[config.mk]
export PLATFORM = sky130hd
export DESIGN_NAME = mem_stage
export DESIGN_NICKNAME = d
export VERILOG_FILES = /design/src/rtl/mem_stage.sv
export SDC_FILE = /design/constraint.sdc
export NUM_CORES = 1
export LEC_CHECK = 0
export ABC_AREA = 1
export CAP_MARGIN = 20
export CORE_AREA = 2 2 177 179
export CTS_CLUSTER_DIAMETER = 50
export CTS_CLUSTER_SIZE = 12
export DETAILED_ROUTE_END_ITERATION = 10
export DIE_AREA = 0 0 179 181
export DONT_BUFFER_PORTS = 1
export MAX_ROUTING_LAYER = met4
export SYNTH_ARGS = -nofsm -noshare
export SYNTH_HDL_FRONTEND = slang
export SYNTH_SLANG_ARGS = --single-unit
[constraint.sdc]
create_clock -name clk -period 9.75 [get_ports clk]
set_input_delay 0.975 -clock clk [delete_from_list [all_inputs] [get_ports clk]]
set_output_delay 0.975 -clock clk [all_outputs]
set_load 0.02 [all_outputs]
[src/rtl/mem_stage.sv]
// ============================================================================
// Module   : mem_stage
// Purpose  : Memory-access pipeline stage between execute and write-back.
//            Holds the EX/MEM pipeline register, aligns and sign/zero-extends
//            load data, selects the final stage result and drives forwarding,
//            store-suppression and handshake signals back toward execute.
// Config   : MEM_RDATA_HOLD_EN - when defined, a one-entry hold buffer keeps
//            the first-cycle data-RAM read data and multiplier result while
//            write-back stalls. When undefined, both always come straight
//            from the ports.
// Ports    : clk, reset (sync, active-high)
//            ex_*            - instruction fields and handshake from execute
//            mem_allow_in    - stage can accept an instruction this cycle
//            wb_allow_in     - write-back accepts this cycle
//            mem_flush       - cancel from write-back, kills stage contents
//            mul_result      - multiplier output (valid first occupied cycle)
//            data_sram_rdata - data RAM read data (valid first occupied cycle)
//            wb_*            - instruction offered to write-back
//            mem_fwd_*       - forwarding info toward execute
//            st_disable      - suppresses stores in execute
// Revision : 1.0 - initial release
// ============================================================================
`default_nettype none

module mem_stage #(
   parameter int PASS_W = 81
) (
   input  logic              clk,
   input  logic              reset,
   input  logic              ex_valid,
   input  logic              ex_ready_go,
   output logic              mem_allow_in,
   input  logic              wb_allow_in,
   input  logic              mem_flush,
   input  logic [31:0]       ex_pc,
   input  logic [31:0]       ex_result,
   input  logic              ex_mul,
   input  logic              ex_res_from_mem,
   input  logic [4:0]        ex_ld_ctrl,
   input  logic              ex_rf_we,
   input  logic [4:0]        ex_rf_waddr,
   input  logic [15:0]       ex_ebus,
   input  logic              ex_ertn,
   input  logic [PASS_W-1:0] ex_pass,
   input  logic [31:0]       mul_result,
   input  logic [31:0]       data_sram_rdata,
   output logic              wb_valid,
   output logic [31:0]       wb_pc,
   output logic [31:0]       wb_result,
   output logic              wb_rf_we,
   output logic [4:0]        wb_rf_waddr,
   output logic [15:0]       wb_ebus,
   output logic              wb_ertn,
   output logic [PASS_W-1:0] wb_pass,
   output logic              mem_fwd_we,
   output logic [4:0]        mem_fwd_waddr,
   output logic [31:0]       mem_fwd_data,
   output logic              mem_fwd_is_csr,
   output logic              st_disable
);

   // ------------------------------------------------------------------------
   // Pipeline register
   // ------------------------------------------------------------------------
   logic              r_valid;
   logic [31:0]       r_pc;
   logic [31:0]       r_result;
   logic              r_mul;
   logic              r_res_from_mem;
   logic [4:0]        r_ld_ctrl;
   logic              r_rf_we;
   logic [4:0]        r_rf_waddr;
   logic [15:0]       r_ebus;
   logic              r_ertn;
   logic [PASS_W-1:0] r_pass;

   logic              w_load;
   logic              w_exc;
   logic [31:0]       w_rd;
   logic [31:0]       w_mr;
   logic [7:0]        w_byte;
   logic [15:0]       w_half;
   logic [31:0]       w_load_data;
   logic [31:0]       w_final;

   // This stage always completes in one cycle, so acceptance only depends
   // on whether the current occupant can leave.
   assign mem_allow_in = ~r_valid | wb_allow_in;
   assign w_load       = ex_valid & ex_ready_go & mem_allow_in;

   always_ff @(posedge clk) begin
      if (reset) begin
         r_valid <= 1'b0;
      end else if (mem_flush) begin
         // Flush wins over an instruction arriving in the same cycle.
         r_valid <= 1'b0;
      end else if (w_load) begin
         r_valid <= 1'b1;
      end else if (wb_allow_in) begin
         r_valid <= 1'b0;
      end
   end

   // Data fields carry no reset; they are qualified by r_valid.
   always_ff @(posedge clk) begin
      if (w_load) begin
         r_pc           <= ex_pc;
         r_result       <= ex_result;
         r_mul          <= ex_mul;
         r_res_from_mem <= ex_res_from_mem;
         r_ld_ctrl      <= ex_ld_ctrl;
         r_rf_we        <= ex_rf_we;
         r_rf_waddr     <= ex_rf_waddr;
         r_ebus         <= ex_ebus;
         r_ertn         <= ex_ertn;
         r_pass         <= ex_pass;
      end
   end

   // ------------------------------------------------------------------------
   // Read-data / multiplier source select
   // ------------------------------------------------------------------------
`ifdef MEM_RDATA_HOLD_EN
   logic        r_first;
   logic        r_hold_vld;
   logic [31:0] r_hold_rdata;
   logic [31:0] r_hold_mul;
   logic        w_capture;

   // The RAM and multiplier only present their result in the first occupied
   // cycle, so snapshot them if write-back is not taking the instruction.
   assign w_capture = r_valid & r_first & ~wb_allow_in;

   always_ff @(posedge clk) begin
      if (reset || mem_flush) begin
         r_first    <= 1'b0;
         r_hold_vld <= 1'b0;
      end else if (w_load) begin
         r_first    <= 1'b1;
         r_hold_vld <= 1'b0;
      end else begin
         r_first <= 1'b0;
         if (w_capture) begin
            r_hold_vld <= 1'b1;
         end else if (r_valid && wb_allow_in) begin
            r_hold_vld <= 1'b0;
         end
      end
   end

   always_ff @(posedge clk) begin
      if (w_capture) begin
         r_hold_rdata <= data_sram_rdata;
         r_hold_mul   <= mul_result;
      end
   end

   assign w_rd = r_hold_vld ? r_hold_rdata : data_sram_rdata;
   assign w_mr = r_hold_vld ? r_hold_mul   : mul_result;
`else
   assign w_rd = data_sram_rdata;
   assign w_mr = mul_result;
`endif

   // ------------------------------------------------------------------------
   // Load alignment and extension; r_result[1:0] is the byte offset.
   // r_ld_ctrl = {ld_w, ld_bu, ld_b, ld_hu, ld_h}
   // ------------------------------------------------------------------------
   always_comb begin
      w_byte      = w_rd[{r_result[1:0], 3'b000} +: 8];
      w_half      = r_result[1] ? w_rd[31:16] : w_rd[15:0];
      w_load_data = 32'h0;
      if (r_ld_ctrl[4]) begin
         w_load_data = w_rd;
      end else if (r_ld_ctrl[2]) begin
         w_load_data = {{24{w_byte[7]}}, w_byte};
      end else if (r_ld_ctrl[3]) begin
         w_load_data = {24'h0, w_byte};
      end else if (r_ld_ctrl[0]) begin
         w_load_data = {{16{w_half[15]}}, w_half};
      end else if (r_ld_ctrl[1]) begin
         w_load_data = {16'h0, w_half};
      end
   end

   assign w_final = r_res_from_mem ? w_load_data :
                    r_mul          ? w_mr        : r_result;

   // ------------------------------------------------------------------------
   // Outputs
   // ------------------------------------------------------------------------
   assign w_exc          = |r_ebus;

   assign wb_valid       = r_valid;
   assign wb_pc          = r_pc;
   assign wb_result      = w_final;
   assign wb_rf_we       = r_rf_we & r_valid & ~w_exc;
   assign wb_rf_waddr    = r_rf_waddr;
   assign wb_ebus        = r_ebus;
   assign wb_ertn        = r_ertn;
   assign wb_pass        = r_pass;

   assign mem_fwd_we     = wb_rf_we;
   assign mem_fwd_waddr  = r_rf_waddr;
   assign mem_fwd_data   = w_final;
   // Low bit of the pass-through field is res_from_csr.
   assign mem_fwd_is_csr = r_pass[0];

   // An excepting or ertn instruction here means younger stores must not
   // reach memory.
   assign st_disable     = r_valid & (w_exc | r_ertn);

endmodule

`default_nettype wire
Word level (Yosys, flattened, before mapping)
Index checks and enable logic that the tools add are counted.
{"block": "classes", "shift": 1, "n_mux": 10, "bitwise": 9, "n_reduce_logical": 3}
{"op": "$mux W32", "n": 6}
{"op": "$mux W16", "n": 2}
{"op": "$shiftx A32 B6 Y8", "n": 1}
{"op": "$reduce_or A16 Y1", "n": 1}
{"op": "$and A1 B1 Y1", "n": 5}
{"op": "$mux W1", "n": 2}
{"op": "$not A1 Y1", "n": 2}
{"op": "$or A1 B1 Y1", "n": 2}
{"op": "$reduce_bool A2 Y1", "n": 1}
{"op": "$reduce_or A2 Y1", "n": 1}
{"block": "totals", "reg_bits": 176, "in_bits": 245, "output_inout_bits": 210, "word_cells": 34}

Logic depth before layout (Yosys ltp)
Gate-level depths: netlist (run 1).
{"block": "logic_depth", "ltp_word": 7, "mapped_depth": 11}

Worst setup path after synthesis (run 1)
OpenSTA, ideal clock, no wires.
{"block": "synth_path", "kind": "input-to-reg", "start": "input wb_allow_in", "end": "register r_rf_waddr[0] (netlist: mem_fwd_waddr[0]) (enable)", "t_arrival_ps": 8357, "required_ps": 9033, "path_slack_ps": 676, "path_stages": 2, "path_buffers": 0, "path_cell_list": "nor2_1 > nor2_1"}
{"block": "synth_via", "elab_chain_len": 2}
{"element": "start: declaration", "line": "33", "rtl": "input logic wb_allow_in,"}
{"element": "$or A1 B1 Y1", "line": "88", "rtl": "assign mem_allow_in = ~r_valid | wb_allow_in;"}
{"element": "$and A1 B1 Y1", "line": "89", "rtl": "assign w_load = ex_valid & ex_ready_go & mem_allow_in;"}
{"element": "named net w_load", "line": "77", "rtl": "logic w_load;"}
{"element": "end signal: assignment", "line": "113", "rtl": "r_rf_waddr <= ex_rf_waddr;"}
{"element": "end: declaration", "line": "72", "rtl": "logic [4:0] r_rf_waddr;"}
The timed path passes the listed nets, and every way through them passes these cells.
A chain may end at the register's enable or synchronous reset.

Worst setup path after layout (run 1)
{"block": "layout_path", "start": "register r_result[1]", "end": "output wb_result[19]"}
{"block": "layout_via", "elab_chain_len": 6}
{"element": "start: declaration", "line": "67", "rtl": "logic [31:0] r_result;"}
{"element": "start signal: assignment", "line": "108", "rtl": "r_result <= ex_result;"}
{"element": "branches (longest 3 deep; another with $shiftx A32 B6 Y8)"}
{"element": "$mux W32 *", "line": "175", "rtl": "end else if (r_ld_ctrl[2]) begin"}
{"element": "$mux W32 *", "line": "173", "rtl": "if (r_ld_ctrl[4]) begin"}
{"element": "$mux W32 *", "line": "186", "rtl": "assign w_final = r_res_from_mem ? w_load_data :"}
{"element": "end: declaration", "line": "49", "rtl": "output logic [31:0] wb_result,"}
Mark *: on every way between the ends.

==> metrics.md, run 1 <==
| Metric | Value |
|---|---|
| DRC viols | 0 |
| M3 GR Usage | under 10% |
| Fmax | 0.249 GHz |
| Reg2reg end | wb_pass[38]$_DFFE_PP_ |
| DR WL/cell | 26.0 um |
| WHS Endpoint | wb_valid$_SDFFE_PP0P_ |
| Postcts setup bufs | 0 |
| Layout cell share with drive strength beyond 1 | 11.9% |
| P_leak | 2.76 nW |
| GR Overflow Total | 0 |
| Arrival time worst endpoint | 3050 ps |
| Area Growth Syn to Fin | 12.2% |
| Predominant post-synthesis flop cell | edfxtp_1 |
| Fillcell total | 3,121 |
| Worst Tran Pin Value | 991 ps |
| Largest net degree at the start of global routing | 74 |
| CTS Hold Bufs | 0 |
| Resized cells post-CTS | 0 |
| Synthesized area per cell | 13.2 um2 |
| Cells after synthesis | 537 |
| Syn_nets | between 700 and 800 |
| Synth top area cells | edfxtp_1, nand2_1, buf_4, a21oi_1, inv_1 |
| CTS root buf | clkbuf_16 |
| Outcome | finished, final reports clean |
| TNS Setup | 0 ps |
| Hold wc startpoint | reset |
| Vias in the first global route | ~4,200 |
| Final setup viols | 0 |
| Fin crit share | 41.3% |
| Reg clk slew, reported paths | 70 ps |
| Cell Pwr Density | 218 nW/um2 |
| CP Max Fanout | 24 |
| Synth top area share | between 70% and 80% |
| Die W | 179 um |
| Vias | 4,047 |
| Unrepaired setup endpoints after global routing | false |
| Synthesis-stage register bit count | 176 |
| Initial antenna violation count | 18 |
| Final Hold Viols | 0 |
| Hold_ws | 609 ps |
| Count leader, synth | edfxtp_1 |
| All-Layer GR Usage | roughly 15% |
| Cell variety after synth | 24 |
| Vias per Instance | 4.32 |
| CP Launch Type | flop |
| CORE AREA | about 30,000 um2 |
| Register Area | 5280 um2 |
| Met2 usage | about a quarter |
| CTS tree | built |
| Die Span Y | 181 um |
| Post-synth EDFFs | approximately 180 |
| # clock sinks | roughly 180 |
| Worst VDD drop | about 150 uV |
| Final #Nets | 755 |
| Worst reg2reg path depth | 5 |
| Dpl hpwl | 19,500 um |
| Sequential share of the synthesized area | between 70 and 80% |
| Critical Path RT | 8780 ps |
| Gr busiest metal | met2 |
| Clock Skews | 10.7 ps |
| Max Slew Vio Count | 0 |
| Critical path start-end classification | reg -> out |
| ANT nets after route | 0 |
| Iteration-0 DRC Markers | 178 |
| Util after Layout | 26.1% |
| Asr flop ratio synth | 0% |
| Placer Congestion | 0.805 |
| Fin cells | ~940 |
| Synth area leader | edfxtp_1 |
| Rel. slew slack | 33.9% |
| Worst-Skew Late Latency | 440 ps |
| Clock tree buffer depth | 2 |
| Hold crit path type | in -> reg |
| Placed cells | 887 |
| Top-level I/O count | approximately 460 |
| Hold Path Depth | 1 |
| Num CTS Buffers | 17 |
| R2R Setup Slk | 7150 ps |
| FP Rows | between 60 and 70 |
| Starting Density | 23.3% |
| GR Util met1 | between 10% and 20% |
| Area of the multi-input gates | 1230 um2 |
| Die area | between 30,000 and 40,000 um2 |
| Port buffer count | 0 |
| H-tree Lvls | 4 |
| Syn. warnings | 0 |
| Synth Cell Area | around 7000 um2 |
| Design Power | 1.73 mW |
| Global-route wire length before repair | 31,700 um |
| Minimum period implied by the final worst setup slack | 4020 ps |
| Synth top cells by count | edfxtp_1, nand2_1, a21oi_1, inv_1, buf_4 |
| DRT Pass-1 Iters | 4 |
| Routed WL | around 24,000 um |
| Worst setup EP type | output port |
| Max-cap viol count | 0 |
| RR Startpoint | wb_valid$_SDFFE_PP0P_ |
## worst max-delay path, stage by stage (launching register included)
cell      delay (ps)
edfxtp_1         880
inv_2            210
nand2_1          160
nand3_1          100
nand2_2          110
nand2_4           90
nand2_2           90
nand2_4          200
a21oi_1          760
## area by class of cell
| class | count | share of cell area [%] |
|---|---|---|
| Inverter | 50 | 2.37 |
| Clock inverter | 13 | 1.91 |
| Timing Repair Buffer | 15 | 1.42 |
| Multi-Input combinational cell | 250 | 15.5 |
| Clock buffer | 19 | 5.46 |
| Sequential cell | 176 | 66.5 |
| Tap cell | 396 | 6.25 |
| Antenna cell | 18 | 0.568 |
## worst max-delay path by stage
stage	start	slack, ps	cells after the start	to
6_report	r_result[1]$_DFFE_PP_	5730	8	wb_result[19]
4_1_cts	r_result[1]$_DFFE_PP_	5760	8	wb_result[16]
5_1_grt	r_result[1]$_DFFE_PP_	5570	8	wb_result[16]
3_5_place_dp	r_result[1]$_DFFE_PP_	6260	8	wb_result[16]
2_1_floorplan	wb_allow_in	680	2	mem_fwd_waddr[0]$_DFFE_PP_
3_3_place_gp	r_result[1]$_DFFE_PP_	6360	8	mem_fwd_data[16]
## placed cells by master (no fill, tap or decap), types with 2 or more instances in the layout
| master | netlist | final |
|---|---|---|
| inv_8 | 0 | 3 |
| inv_1 | 47 | 47 |
| nor2_1 | 30 | 29 |
| clkinv_1 | 2 | 2 |
| a21oi_1 | 47 | 47 |
| clkbuf_16 | 0 | 17 |
| inv_6 | 0 | 3 |
| clkbuf_1 | 17 | 2 |
| o21ai_0 | 26 | 26 |
| clkinv_2 | 0 | 3 |
| buf_4 | 39 | 15 |
| nand4_1 | 2 | 2 |
| bufinv_16 | 0 | 2 |
| edfxtp_1 | 175 | 175 |
| nand3_1 | 2 | 2 |
| nand2_1 | 96 | 96 |
| a21oi_2 | 10 | 10 |
| nand2_4 | 2 | 2 |
| a211oi_1 | 18 | 18 |
| diode_2 | 0 | 18 |
| o211ai_1 | 12 | 12 |
| nand2_2 | 2 | 2 |
## metrics by stage
stage          worst slack [ps]  area [um2]
2_1_floorplan               676        7070
3_3_place_gp               6360        7300
3_5_place_dp               6260        7300
4_1_cts                    5760        7890
5_1_grt                    5570        7930
6_report                   5730        7930
## cells by family (layout without fill, tap and decap cells)
kind of cell	after synthesis	after routing	synth area share [%]
AND/OR/NAND/NOR	136	136	7.68
other	0	18	0
buffers and inverters	111	97	8.10
AO/OA/AOI/OAI	114	114	9.66
flip-flops	176	176	74.6
## flip-flops by register name (all words and copies together) (netlist names)
signal and count:
wb_valid 1, wb_ebus 16, r_res_from_mem 1, r_mul 1
r_rf_we 1, mem_fwd_waddr 5, r_ld_ctrl 5, wb_pass 81
wb_ertn 1, wb_pc 32, r_result 32
## power breakdown
| part | switching (mW) | total [mW] | internal, mW | leakage [nW] |
|---|---|---|---|---|
| Clock | 0.305 | 0.689 | 0.384 | 0.288 |
| Combinational | 0.0907 | 0.113 | 0.0224 | 0.822 |
| Sequential | 0.0503 | 0.924 | 0.874 | 1.65 |
| Total | 0.446 | 1.73 | 1.28 | 2.76 |
## metal layers
metal	share of wire, %	vias up
met5	0	-
met4	2.7	0
met3	13	30
met2	50	310
met1	34	1887
li1	-	1820
(Power assumes the default switching activity.)
==> inputs of run 2 (changes only) <==
--- a/config.mk
+++ b/config.mk
@@ -5,13 +5,13 @@
 export SDC_FILE = /design/constraint.sdc
 export NUM_CORES = 1
 export LEC_CHECK = 0
-export ABC_AREA = 1
+export ABC_AREA = 0
 export CAP_MARGIN = 20
-export CORE_AREA = 2 2 177 179
+export CORE_AREA = 2 2 179 181
 export CTS_CLUSTER_DIAMETER = 50
 export CTS_CLUSTER_SIZE = 12
 export DETAILED_ROUTE_END_ITERATION = 10
-export DIE_AREA = 0 0 179 181
+export DIE_AREA = 0 0 181 183
 export DONT_BUFFER_PORTS = 1
 export MAX_ROUTING_LAYER = met4
 export SYNTH_ARGS = -nofsm -noshare
==> constraint.sdc (replaced) <==
create_clock -name clk -period 4.1 [get_ports clk]
set_input_delay 0.41 -clock clk [delete_from_list [all_inputs] [get_ports clk]]
set_output_delay 0.41 -clock clk [all_outputs]
set_load 0.02 [all_outputs]
==> metrics.md, run 2 <==
| Metric | Value |
|---|---|
| DP Worst Slack | 1350 ps (was 6260 ps) |
| Register Area | 5280 um2 (unchanged) |
| Area of the multi-input gates | 1150 um2 (was 1230 um2) |
| Reg clk slew, reported paths | 70 ps (about the same) |
| Cell variety after synth | 38 (was 24) |
| Synth top cells by count | edfxtp_1, buf_4, mux2_2, mux2i_1, nor2_1 (was edfxtp_1, nand2_1, a21oi_1, inv_1, buf_4) |
| Predominant post-synthesis flop cell | edfxtp_1 (unchanged) |
| Vias per Instance | 4.41 (was 4.32) |
| Hold crit path type | in -> reg (unchanged) |
| Commonest cells after routing, fill and taps aside | edfxtp_1, mux2_2, clkbuf_16 (was edfxtp_1, nand2_1, inv_1, a21oi_1, nor2_1) |
| Routed WL | 24,400 um (was 24,300 um) |
| Largest net degree at the start of global routing | 74 (unchanged) |
| Synth Cell Area | 6790 um2 (was 7070 um2) |
| Sequential share of the synthesized area | 77.7% (was 74.6%) |
| Initial antenna violation count | 20 (was 18) |
| Area Growth Syn to Fin | 12.6% (was 12.2%) |
| Max reg flops | 81 (unchanged) |
| All-Layer GR Usage | 14.7% (was 15.1%) |
| Asr flop ratio synth | 0% (unchanged) |
| Max Slew Vio Count | 0 (unchanged) |
| Rel. slew slack | 27.9% (was 33.9%) |
| Worst VDD drop | 218 uV (was 146 uV) |
| CP Launch Type | flop (unchanged) |
| DR WL/cell | 31.1 um (was 26.0 um) |
| Unrepaired setup endpoints after global routing | false (unchanged) |
| Synth top area cells | edfxtp_1, buf_4, mux2_2, mux2i_1, o22ai_1 (was edfxtp_1, nand2_1, buf_4, a21oi_1, inv_1) |
| FP Rows | 65 (was 64) |
| Critical path start-end classification | reg -> out (unchanged) |
| Placer Congestion | 0.864 (was 0.805) |
| DRC viols | 0 (unchanged) |
| Fillcell total | 3,238 (was 3,121) |
| Cell Pwr Density | 530 nW/um2 (was 218 nW/um2) |
| Clock tree buffer depth | 2 (unchanged) |
| Global-route wire length before repair | 31,400 um (was 31,700 um) |
| Final Hold Viols | 0 (unchanged) |
| Final setup viols | 0 (unchanged) |
| Util after Layout | 24.5% (was 26.1%) |
| Die Span Y | 183 um (was 181 um) |
| Outcome | finished, final reports clean (unchanged) |
| Final #Nets | 594 (was 755) |
| Resized cells post-CTS | 0 (unchanged) |
| Synth top area share | 77.4% (was 74.3%) |
| TNS Setup | 0 ps (unchanged) |
| CTS Hold Bufs | 0 (unchanged) |
| Final WS setup | 889 ps (was 5730 ps) |
| CTS tree | built (unchanged) |
| Vias in the first global route | 3,634 (was 4,198) |
| Synth area leader | edfxtp_1 (unchanged) |
| Hold Path Depth | 1 (unchanged) |
| Layout cell share with drive strength beyond 1 | 22.1% (was 11.9%) |
| CORE AREA | 31,200 um2 (was 30,300 um2) |
| GR Overflow Total | 0 (unchanged) |
| Fmax | 0.311 GHz |
| Arrival time worst endpoint | 2800 ps (was 3050 ps) |
| Top-level I/O count | 455 (unchanged) |
| Post-synth EDFFs | 175 (unchanged) |
| Commonest non-fill, non-tap cell in the layout | edfxtp_1 (unchanged) |
| Synthesized area per cell | 18.0 um2 (was 13.2 um2) |
| # clock sinks | 176 (unchanged) |
| P_leak | 2.36 nW (was 2.76 nW) |
| Clock Skews | 9.90 ps (was 10.7 ps) |
| Max-cap viol count | 0 (unchanged) |
| Starting Density | 21.7% (was 23.3%) |
| CTS root buf | clkbuf_16 (unchanged) |
| Worst-Skew Late Latency | 430 ps (was 440 ps) |
| Count leader, synth | edfxtp_1 (unchanged) |
| H-tree Lvls | 4 (unchanged) |
| Worst Tran Pin Value | 1080 ps (was 991 ps) |
| CP Max Fanout | 16 (was 24) |
| Minimum period implied by the final worst setup slack | 3210 ps |
| Num CTS Buffers | 17 (unchanged) |
| Syn. warnings | 0 (unchanged) |
| Iteration-0 DRC Markers | 347 (was 178) |
| Worst reg2reg path depth | 3 (was 5) |
| Syn_nets | 621 (was 782) |
| Die area | 33,100 um2 (was 32,400 um2) |
| Postcts setup bufs | 0 (unchanged) |
| Critical Path RT | 3690 ps (was 8780 ps) |
| Port buffer count | 0 (unchanged) |
| Worst setup EP type | output port (unchanged) |
| DRT Pass-1 Iters | 5 (was 4) |
| Dpl hpwl | 20,000 um (was 19,500 um) |
| Vias | 3,470 (was 4,047) |
| Cells after synthesis | 376 (was 537) |
| ANT nets after route | 0 (unchanged) |
| Design Power | 4.05 mW (was 1.73 mW) |
| Die W | 181 um (was 179 um) |
| Fin crit share | approximately 80% |
| Synthesis-stage register bit count | 176 (unchanged) |
==> run 2: cell families after synthesis <==
logic type	Yosys count	synth area share, %
muxes	39	6.36
AOI/OAI and AO/OA	58	6.69
and+or+nand+nor	47	3.54
buffers and inverters	56	5.68
DFF	176	77.7
==> run 2: final timing paths <==
check / from / to / slack (ps)
max reg2reg: wb_valid$_SDFFE_PP0P_ / wb_pass[22]$_DFFE_PP_ / 1890
min reg2reg: wb_valid$_SDFFE_PP0P_ / wb_valid$_SDFFE_PP0P_ / 990
min: reset / wb_valid$_SDFFE_PP0P_ / 40
max: r_result[1]$_DFFE_PP_ / wb_result[31] / 890
==> run 2: final cells by class <==
| cell class | instances | area share [%] |
|---|---|---|
| clock buffers | 17 | 5.56 |
| multi-input cells | 144 | 15.1 |
| inverters | 3 | 0.147 |
| repair buffers | 7 | 0.687 |
| clock inverters | 15 | 2.23 |
| diodes | 22 | 0.720 |
| well taps | 402 | 6.58 |
| flip-flops and latches | 176 | 69.0 |
==> run 2: power breakdown <==
part	switching (mW)	internal [mW]	total [mW]
logic	0.191	0.0581	0.249
clock network	0.786	0.821	1.61
registers	0.120	2.08	2.20
==> run 2: worst max-delay path, cell delays in order, from the launching register on <==
cell	delay, ps
edfxtp_1	790
mux4_2	400
a21boi_4	110
and2_4	260
a311oi_2	810
==> run 2: per-layer routing <==
| metal | GRT usage (%) | up-vias | wire, um |
|---|---|---|---|
| met5 | - | - | 0 |
| met4 | 6.08 | 0 | 505 |
| met3 | 9.57 | 27 | 3400 |
| met2 | 24.0 | 326 | 12400 |
| met1 | 13.6 | 1683 | 8120 |
| li1 | - | 1434 | - |
==> run 2: stage by stage <==
step           instances  hold slack [ps]  instance area [um2]
3_5_place_dp         732              488                 6990
4_1_cts              764             19.7                 7590
2_1_floorplan        376              483                 6790
5_1_grt              784             20.9                 7640
3_3_place_gp         732              483                 6990
6_report             786             41.7                 7640
